File: src/rtl/out_capture.sv
// Passive observer of the processor out bus: change-detected samples of proc_out
// are queued in a small FIFO that a consumer drains with a valid/ready handshake.
module out_capture #(
  parameter int BIT_WIDTH = 4,
  parameter int DEPTH     = 8
) (
  input  logic                       clk,
  input  logic                       rst,
  input  logic                       en,
  input  logic [BIT_WIDTH-1:0]       proc_out,
  output logic [BIT_WIDTH-1:0]       rd_data,
  output logic                       rd_valid,
  input  logic                       rd_ready,
  output logic [$clog2(DEPTH):0]     count,
  output logic                       overflow,
  output logic [7:0]                 drops,
  input  logic                       clr_ovf
);

  localparam int AW = $clog2(DEPTH);
  localparam int CW = AW + 1;
  localparam logic [CW-1:0] FULL_COUNT = CW'(DEPTH);

  logic [BIT_WIDTH-1:0] mem [DEPTH];
  logic [AW-1:0]        wr_ptr;
  logic [AW-1:0]        rd_ptr;
  logic [BIT_WIDTH-1:0] prev;
  logic                 have_prev;

  logic capture;
  logic full;
  logic pop;
  logic push;
  logic drop;

  // Handshake: rd_valid means rd_data holds the FIFO head; the head is consumed
  // at the rising edge where rd_valid and rd_ready are both high. rd_valid never
  // depends combinationally on rd_ready.
  always_comb begin
    capture  = en && (!have_prev || (proc_out != prev));
    full     = (count == FULL_COUNT);
    rd_valid = (count != '0);
    pop      = rd_valid && rd_ready;
    push     = capture && (!full || pop);
    drop     = capture && full && !pop;
    rd_data  = rd_valid ? mem[rd_ptr] : '0;
  end

  always_ff @(posedge clk or negedge rst) begin
    if (!rst) begin
      prev      <= '0;
      have_prev <= 1'b0;
    end else if (en) begin
      prev      <= proc_out;
      have_prev <= 1'b1;
    end
  end

  always_ff @(posedge clk or negedge rst) begin
    if (!rst) begin
      wr_ptr <= '0;
      rd_ptr <= '0;
      count  <= '0;
    end else begin
      if (push) wr_ptr <= wr_ptr + 1'b1;
      if (pop)  rd_ptr <= rd_ptr + 1'b1;
      case ({push, pop})
        2'b10:   count <= count + 1'b1;
        2'b01:   count <= count - 1'b1;
        default: count <= count;
      endcase
    end
  end

  // Storage has no reset; rd_data is masked while the FIFO is empty.
  always_ff @(posedge clk) begin
    if (push) mem[wr_ptr] <= proc_out;
  end

  // A drop in the same cycle as clr_ovf takes precedence over the clear.
  always_ff @(posedge clk or negedge rst) begin
    if (!rst) begin
      overflow <= 1'b0;
      drops    <= '0;
    end else if (drop) begin
      overflow <= 1'b1;
      if (clr_ovf)            drops <= 8'd1;
      else if (drops != 8'hff) drops <= drops + 8'd1;
    end else if (clr_ovf) begin
      overflow <= 1'b0;
      drops    <= '0;
    end
  end

endmodule

File: config.mk
export PLATFORM = sky130hd
export DESIGN_NAME = out_capture
export DESIGN_NICKNAME = d
export VERILOG_FILES = /design/src/rtl/out_capture.sv
export SDC_FILE = /design/constraint.sdc
export NUM_CORES = 1
export LEC_CHECK = 0
export ABC_AREA = 1
export BUFFER_PORTS_ARGS = -buffer_cell sky130_fd_sc_hd__buf_2
export CORE_ASPECT_RATIO = 0.5
export CORE_UTILIZATION = 40
export CTS_CLUSTER_DIAMETER = 200
export CTS_CLUSTER_SIZE = 40
export DETAILED_ROUTE_END_ITERATION = 7
export PLACE_DENSITY = 0.67
export SYNTH_ARGS = -nofsm -noshare
export SYNTH_HDL_FRONTEND = slang
export SYNTH_SLANG_ARGS = --single-unit
File: constraint.sdc
create_clock -name clk -period 3.95 [get_ports clk]
set_input_delay 0.1975 -clock clk [delete_from_list [all_inputs] [get_ports clk]]
set_output_delay 0.1975 -clock clk [all_outputs]
set_load 0.01 [all_outputs]
; ---- Word-level counts from Yosys, hierarchy flattened
; Memory sizes are Yosys's and may differ from the RTL's.
; Index checks and enable logic that the tools add are counted.
[totals]
out_inout_bits = 18
n_memories = 1
mem_bits_rw = 32
register_bits = 24
[mem_list]
columns = name, depth, word_bits, read_ports, rd_ports_with_merged_regs, write_ports, line_no
row1 = mem, 8, 4, 1, 0, 1, 24  ; logic [BIT_WIDTH-1:0] mem [DEPTH];
[op_classes]
reduce_logical = 15
addsub = 5
mux = 10
eq_ne = 5
[ops]
columns = cell, count
row1 = 8-bit 2-to-1 mux, 4
row2 = 8-bit by 1-bit adder with 8-bit output (second input constant), 1
row3 = 8-bit inequality test (second input constant), 1
row4 = 4-bit case mux with 2 select lines, 1
row5 = 3-bit by 1-bit adder with 3-bit output (second input constant), 2
row6 = 2-bit nonzero test, 3
row7 = 1-bit logical AND, 5
row8 = 4-bit by 1-bit adder with 4-bit output (second input constant), 1
row9 = 4-bit == test (second input constant), 1
row10 = 1-bit 2-to-1 mux, 4
row11 = 4-bit 2-to-1 mux, 1
row12 = 4-bit inequality test, 1
row13 = 4-bit nonzero test, 1
row14 = 4-bit by 1-bit subtractor with 4-bit output (second input constant), 1
row15 = 1-bit zero test, 3
row16 = 2-bit by 1-bit == test with 1-bit output (second input constant), 1
row17 = 2-bit == test (second input constant), 1
row18 = 1-bit logical OR, 2
row19 = 2-bit AND reduction, 1

; ---- Logic depth before layout (Yosys ltp)
; Gate-level depths: netlist of the first run.
[depth]
depth_word = 7
mapped_depth = 12

; ---- Worst setup path after synthesis of the first run
; Ideal clock, no wire load.
[synth_timing]
path_type = reg2reg
from = register count[2]
to = register count[2]
stages_incl_launch_ff = 12
period_less_slack_ns = 2.016
setup_slack_ns = 1.934
t_arrival_ns = 1.934
cell_sequence = dfrtp_1 inv_2 nand2_2 nor3_4 inv_2 nand3_4 ha_1 xor2_1 ha_1 a21oi_1 xor2_1 o21ai_0
[synth_between]
elab_chain_len = 6
word_cells_on_any_way = 12
classes_between = add/sub (2) / eq/ne (3) / mux (1) / reduce/logical (6)
[synth_lines]
columns = item, line_no
row1 = start: declaration, 14  ; output logic [$clog2(DEPTH):0] count,
row2 = start signal: assignment, 68  ; 2'b10: count <= count + 1'b1;
row3 = start signal: assignment, 69  ; 2'b01: count <= count - 1'b1;
row4 = start signal: assignment, 70  ; default: count <= count;
row5 = 4-bit == test / 4-bit nonzero test (equally long branches), "41, 42"
row6 = 1-bit zero test / 1-bit logical AND (equally long branches), "44, 43"
row7 = 1-bit logical OR, 44  ; push = capture && (!full || pop);
row8 = 1-bit logical AND, 44
row9 = 2-bit by 1-bit == test with 1-bit output / 2-bit == test (equally long branches), 67  ; case ({push, pop})
row10 = 4-bit case mux with 2 select lines / 2-bit nonzero test (equally long branches), --
; Several ways; a longest one is shown, not always the timed one.
; A chain may end at the register's enable or synchronous reset.

; ---- Final worst setup path of the first run
[layout_timing]
from = register count[0]
to = register count[2]
[layout_between]
elab_chain_len = 6
word_cells_on_any_way = 12
classes_between = add/sub (2) / eq/ne (3) / mux (1) / reduce/logical (6)
[layout_lines]
columns = item, line_no
row1 = 4-bit nonzero test (*), 42  ; rd_valid = (count != '0);
row2 = 1-bit logical AND (*), 43  ; pop = rd_valid && rd_ready;
row3 = named net pop, 32  ; logic pop;
row4 = 1-bit logical OR, 44
row5 = 1-bit logical AND, 44
row6 = 2-bit by 1-bit == test with 1-bit output / 2-bit == test (equally long branches), 67
row7 = 4-bit case mux with 2 select lines / 2-bit nonzero test (equally long branches), --
; Mark *: on every way through the listed nets, which the timed path passes. The rest lies on a longest branch.

==> results.md, run 1 <==
- Buffer depth of the longest clock path: 2
- Rel. slew slack: 61.37%
- Most common cell on crit path: inv_2
- DIE AREA: 0.007183 mm2
- Synthesized area per cell: approximately 9.7 um2
- Final HPWL DP: 3748 um
- Number of H-tree levels: 2
- Final number of setup-violating endpoints: 0
- CP cell instances: inv_2 -> nand2_2 -> inv_2 -> nand3_2 -> nand2_1 -> inv_2 -> ha_1 -> xor2_1 -> ha_1 -> a21oi_1 -> xor2_1 -> o21ai_0
- HP Class: in -> reg
- CP Class: reg -> reg
- Fin nets: ~320
- Synth Warn #: 0
- ANT cells: 0
- Post-route ant nets: 0
- EDFF count, synth: 32
- Finished Layout Cells: 398
- Drt drc: 0
- DRT iter0 DRCs: 66
- CTS tree: built
- CTS clk-pin slew, worst paths: 0.07 ns
- Synth Flop Type: edfxtp_1
- CTS root buffer: clkbuf_16
- Setup Total Neg Slack: 0 ns
- LEAKAGE: 1.330 nW
- CTS Buf Count: 5
- Max Fclk: approximately 450 MHz
- GPL Wtd Cong: 0.8797
- Post-Route WL: 5411 um
- Mapped Area: 0.002731 mm2
- Slew @ Worst Pin: between 0.5 and 0.6 ns
- Clock Sinks: between 50 and 60
- Die H: 60.43 um
- Insertion delay to the later sink of the worst-skew pair: ~0.29 ns
- Synth async-reset ratio: 42.86%
- Final hold vios: 0
- Fin crit period: 2.235 ns
- Critical path startpoint category: register
- Initial core utilization: 43.14%
- Initial antenna violation count: 0
- RSZ-0062 raised after global routing: no
- Sequential area share after synthesis: 57.17%
- First-pass GRT wire length: 9128 um
- Pwr/cell area: ~620 mW/mm2
- CP delay by family, top: flip-flops
- Clock Skew: 0.003240 ns
- Most frequent cells in the layout: nand2_1, nor2_1, edfxtp_1, buf_2, o21ai_0
- DR vias: 1979
- Worst path bufs/invs: 3
- Io pins: 27
- Post CTS Setup Buffer Count: 0
- Die X: 118.9 um
- Netlist cell types: 31
- Largest net degree at the start of global routing: 25
- Cells after synthesis: 282
- Critical path arrival: between 2 and 2.5 ns
- Mapped Nets: 297
- # rows: 20
- GRT overflow: 0
- Setup crit end kind: register
- Layout cell share with drive strength beyond 1: 19.35%
- Max_cap viols: 0
- Placed insts: 389
- Vias in the first global route: 2006
- Highest fanout seen on the critical path: 6
- Core ar.: 0.006331 mm2
- Synth-to-layout area growth: 12.87%
- Critical Path Max Stage Delay: 0.45 ns
- 1st-pass router iterations: 4
- Worst path required time: ~4.1 ns
- Post-DR wirelength/cell: 13.60 um
- Outcome: finished, final reports clean
- Buffers on Ports: 26
- Flops & latches, synth: 56
- Via/cell ratio: ~5
- Overall Global Routing Usage: roughly 17%
- Crit-path slowest cell: dfrtp_1
- Top cells by area, synth: edfxtp_1, dfrtp_1, nand2_1, nor2_1, o21ai_0
- Pins Over Slew Limit: 0
- Final worst-path cycle share: 56.58%
- Yosys top cell area share: between 30% and 40%
- Worst VDD drop: 0.2434 mV
- Commonest non-fill, non-tap cell in the layout: nand2_1
- Cell taking the most area after synthesis: edfxtp_1
==> worst register-to-register path, cell delays in order, from the launching register on <==
cell and delay (ns):
dfrtp_1 0.45, inv_2 0.08, nand2_2 0.08, inv_2 0.06, nand3_2 0.13, nand2_1 0.17
inv_2 0.07, ha_1 0.25, xor2_1 0.19, ha_1 0.20, a21oi_1 0.15, xor2_1 0.17
o21ai_0 0.10
==> kinds of logic after synthesis <==
logic type	count (synthesis)	synth area share, %
AOI/OAI and AO/OA	32	6.413
buffers and inverters	33	5.176
xor gates and xnor gates	11	3.528
adders and majority gates	6	2.748
and+or+nand+nor	143	24.55
muxes	1	0.4122
DFF	56	57.17
==> sequential cells by signal, indices dropped and copies added, names as in the netlist <==
name / count
drops: 8
overflow: 1
have_prev: 1
rd_ptr: 3
mem: 32
count: 4
wr_ptr: 3
prev: 4
==> path summary, 6_finish.rpt <==
kind	from	endpoint	slack [ns]	cells after the start
setup / recovery	count[0]	count[2]	1.72	12
hold / removal	clr_ovf	drops[4]	0.20	4
setup reg to reg	count[0]	count[2]	1.72	12
hold reg to reg	have_prev	have_prev	0.47	1
max in group asynchronous	rst	prev[0]	3.14	2
min in group asynchronous	rst	drops[0]	0.43	2
==> metrics by stage <==
stage / worst slack, ns / area, um2 / total power, mW / utilization [%] / hold WS (ns)
2_1_floorplan: 1.934 / 2731 / 1.291 / - / -0.09809
3_3_place_gp: 1.907 / 2928 / 1.464 / 46.25 / 0.2181
3_5_place_dp: 1.745 / 2928 / 1.491 / 46.25 / 0.2278
4_1_cts: 1.732 / 3083 / 1.931 / 48.70 / 0.1901
5_1_grt: 1.531 / 3083 / 2.048 / 48.70 / 0.2282
6_report: 1.715 / 3083 / 1.913 / 48.70 / 0.1976
==> layout make-up <==
type                            count  area, um2
Clock inverter                      2      16.27
Fill cell                         596       3248
Tap cell                           88      110.1
Inverter                           26      97.59
Sequential cell                    56       1562
Timing Repair Buffer               27      140.1
Clock buffer                        6      128.9
Multi-Input combinational cell    193       1028
==> repair_timing <==
item	in CTS	in global routing
resized for setup	0	0
hold buffers	1	0
endpoints found under the hold margin	24	0
==> cell usage after synthesis, types with 2 or more instances <==
cell and n:
nand2_1 56, nor2_1 46, edfxtp_1 32, o21ai_0 25
dfrtp_1 24, nand3_1 19, inv_1 17, xor2_1 9
inv_2 8, ha_1 6, nor2_2 6, buf_2 5
o32ai_1 4, nand2_2 3, nand2_4 2, nand3_2 2
nor3_1 2, o21ai_1 2, xnor2_1 2
==> layer usage <==
layer  up-vias  GRT usage (%)  routed length [um]
met3         2          3.289                 199
met4         0          4.340                  28
li1        985              -                   -
met5         -              0                   0
met2        51          31.24                2604
met1       941          20.02                2578
==> report_power, final <==
group	internal (mW)	total (mW)	switching [mW]
logic	0.233	0.632	0.399
registers	0.724	0.844	0.120
clock network	0.237	0.436	0.199
(Power assumes the default switching activity.)
==> run 2: changes to the inputs <==
--- a/config.mk
+++ b/config.mk
@@ -12,7 +12,7 @@
 export CTS_CLUSTER_DIAMETER = 200
 export CTS_CLUSTER_SIZE = 40
 export DETAILED_ROUTE_END_ITERATION = 7
-export PLACE_DENSITY = 0.67
+export PLACE_DENSITY = 0.69
 export SYNTH_ARGS = -nofsm -noshare
 export SYNTH_HDL_FRONTEND = slang
 export SYNTH_SLANG_ARGS = --single-unit
==> constraint.sdc (replaced) <==
create_clock -name clk -period 1.8 [get_ports clk]
set_input_delay 0.09 -clock clk [delete_from_list [all_inputs] [get_ports clk]]
set_output_delay 0.09 -clock clk [all_outputs]
set_load 0.01 [all_outputs]
==> run 2 against run 1 <==
The flow now finishes with violations (setup timing). Total power increased by 140%. Critical endpoint is now count[3]. Clock-buffer cell count is the same. Sequential cell count unchanged. Clock power grew 120%. Largest power group is now combinational cells. Via count is 3.4% higher. Critical path depth unchanged. Worst hold slack worse by 0.12 ns. Utilization grew 4.1 points. Setup slack got worse by 1.7 ns. Cell area grew 8.4%. Largest cell class unchanged. Register-to-register slack got worse by 1.7 ns. Combinational power increased to 2.9 times the previous value.
==> results.md, run 2 (synthesis results as in run 1) <==
- Worst reg2reg path depth: 12 (unchanged)
- Pins Over Slew Limit: 0 (unchanged)
- Setup Total Neg Slack: -0.03944 ns (-0.03944 ns)
- Number of H-tree levels: 2 (unchanged)
- Insertion delay to the later sink of the worst-skew pair: 0.29 ns (about the same)
- Initial antenna violation count: 0 (unchanged)
- Seq pwr share: 38.8% (-5.3 points)
- Placed insts: 406 (+4.4%)
- CTS clk-pin slew, worst paths: 0.07 ns (about the same)
- Die X: 118.9 um (unchanged)
- Sw power: 1.734 mW (+140%)
- Finished Layout Cells: 420 (+5.5%)
- Core ar.: 0.006331 mm2 (unchanged)
- Worst path required time: 1.98 ns (-2.14 ns)
- # rows: 20 (unchanged)
- Internal power: 2.867 mW (+140%)
- Drt drc: 0 (unchanged)
- Final number of setup-violating endpoints: 2 (+2)
- DIE AREA: 0.007183 mm2 (unchanged)
- CP Class: reg -> reg
- Sw frac: 37.69% (+0.12 points)
- Final instance area: 0.003343 mm2 (+8.4%)
- Clock Sinks: 56 (unchanged)
- Io pins: 27 (unchanged)
- Largest regs: mem (32), drops (8)
- Fin crit period: 1.831 ns (-0.4041 ns)
- LEAKAGE: 1.442 nW (+8.5%)
- Final HPWL DP: 3914 um (+4.4%)
- GPL Wtd Cong: 0.8245 (-6.3%)
- Power share of the clock group: 21.1% (-1.7 points)
- Vias in the first global route: 1846 (-8.0%)
- Outcome: finished, violations left
- Initial core utilization: 43.14% (unchanged)
- Pwr/cell area: 1376 mW/mm2 (+120%)
- Buffer depth of the longest clock path: 2 (unchanged)
- Fin nets: 346 (+6.8%)
- Die H: 60.43 um (unchanged)
- CTS tree: built
- Commonest non-fill, non-tap cell in the layout: nand2_1
- Buffers on Ports: 26 (unchanged)
- DR vias: 2046 (+3.4%)
- Critical path startpoint category: register
- First-pass GRT wire length: 8990 um (-1.5%)
- Synth-to-layout area growth: 22.40%
- Max Fclk: 546.2 MHz (+22%)
- 1st-pass router iterations: 4 (unchanged)
- Via/cell ratio: 4.871 (-2.0%)
- Multi-input logic area: 0.001115 mm2 (+8.4%)
- CTS root buffer: clkbuf_16
- Reg area: 0.001564 mm2 (+0.16%)
- Setup crit end kind: register
- Highest fanout seen on the critical path: 3 (-3)
- Most frequent cells in the layout: nand2_1, nor2_1, edfxtp_1, buf_2, o21ai_0
- Post-Route WL: 5698 um (+5.3%)
- Worst setup margin: -0.03076 ns (-1.746 ns)
- Final worst-path cycle share: 101.7% (+45 points)
- Worst VDD drop: 0.5816 mV (+140%)
- Post-DR wirelength/cell: 13.57 um (-0.21%)
- HP Class: in -> reg
- Clock Skew: 0.004511 ns (+0.001271 ns)
- RSZ-0062 raised after global routing: yes
- Slew @ Worst Pin: 0.5663 ns (-0.01312 ns)
- DRT iter0 DRCs: 87 (+32%)
- Filler Cell Count: 541 (-9.2%)
- Dpl cell area: 0.003079 mm2 (+5.2%)
- Comb pwr share: 40.1% (+7.0 points)
- Number of flip-flops under the largest register name: 32 (unchanged)
- ANT cells: 0 (unchanged)
- Hold depth: 3 (-1)
- Critical path arrival: 2.01 ns (-0.39 ns)
- Layout cell share with drive strength beyond 1: 28.92% (+9.6 points)
- GRT overflow: 0 (unchanged)
- Post-route ant nets: 0 (unchanged)
- Final hold vios: 0 (unchanged)
- Failing checks: setup timing
- CTS Buf Count: 5 (unchanged)
- Overall Power: 4.601 mW (+140%)
- Rel. slew slack: 62.25% (+0.87 points)
- Largest register by flop count: mem
- Hold Slack: 0.07676 ns (-0.1208 ns)
- Overall Global Routing Usage: 16.65% (+0.12 points)
- Max_cap viols: 0 (unchanged)
- Largest net degree at the start of global routing: 25 (unchanged)
## run 2: cell count changes in the layout (fill, tap and decap cells not counted), sizes merged
cell,change
buf,+22
## run 2: through the flow
step	utilization (%)	worst slack [ns]
2_1_floorplan	-	-0.1185
3_3_place_gp	48.64	0.03148
3_5_place_dp	48.64	-0.01892
4_1_cts	51.64	-0.01236
5_1_grt	52.81	-0.1334
6_report	52.81	-0.03076
## run 2: metal layers
| layer | global-route usage [%] | part of all wire [%] | vias up |
|---|---|---|---|
| met5 | 0 | 0 | - |
| met4 | 3.617 | 1.1 | 0 |
| met3 | 3.947 | 4.5 | 6 |
| met2 | 29.57 | 47 | 51 |
| met1 | 21.38 | 48 | 962 |
| li1 | - | - | 1027 |
## run 2: power by group through the flow
stage | combinational (mW) | sequential, mW | clock [mW]
after global routing | 2.05 | 1.81 | 1.03
after floorplan | 1.07 | 1.79 | 0
after CTS | 1.71 | 1.78 | 0.980
after global placement | 1.57 | 1.81 | 0
after detailed placement | 1.61 | 1.82 | 0
final | 1.85 | 1.78 | 0.971
## run 2: layout make-up
| cell class | count | share of cell area (%) |
|---|---|---|
| Clock buffer | 6 | 3.855 |
| Clock inverter | 2 | 0.4865 |
| Inverter | 26 | 2.994 |
| Multi-Input combinational cell | 193 | 33.35 |
| Sequential cell | 56 | 46.78 |
| Tap cell | 88 | 3.293 |
| Timing Repair Buffer | 49 | 9.244 |
## run 2: critical path: stages (launching register included)
cell and delay (ns):
dfrtp_1 0.39, inv_2 0.07, nand2_2 0.06, nor3_4 0.21
inv_2 0.06, nand3_4 0.09, ha_4 0.19, xor2_4 0.18
buf_6 0.12, nand3_2 0.06, nand2_1 0.08, nand3_2 0.07
xor2_1 0.14
## run 2: final timing paths
path	endpoint	slack, ns	start
setup / recovery	count[3]	-0.03	count[2]
hold / removal	prev[0]	0.08	proc_out[0]
setup reg to reg	count[3]	-0.03	count[2]
hold reg to reg	have_prev	0.48	have_prev
max in group asynchronous	rd_ptr[0]	1.07	rst
min in group asynchronous	count[2]	0.32	rst
## run 2: repair_timing
action,in CTS,in global routing
endpoints found under the hold margin,24,0
pin swaps,2,5
hold buffers,1,0
setup buffers,3,2
endpoints found under the setup margin,6,35
gates resized for setup,5,13
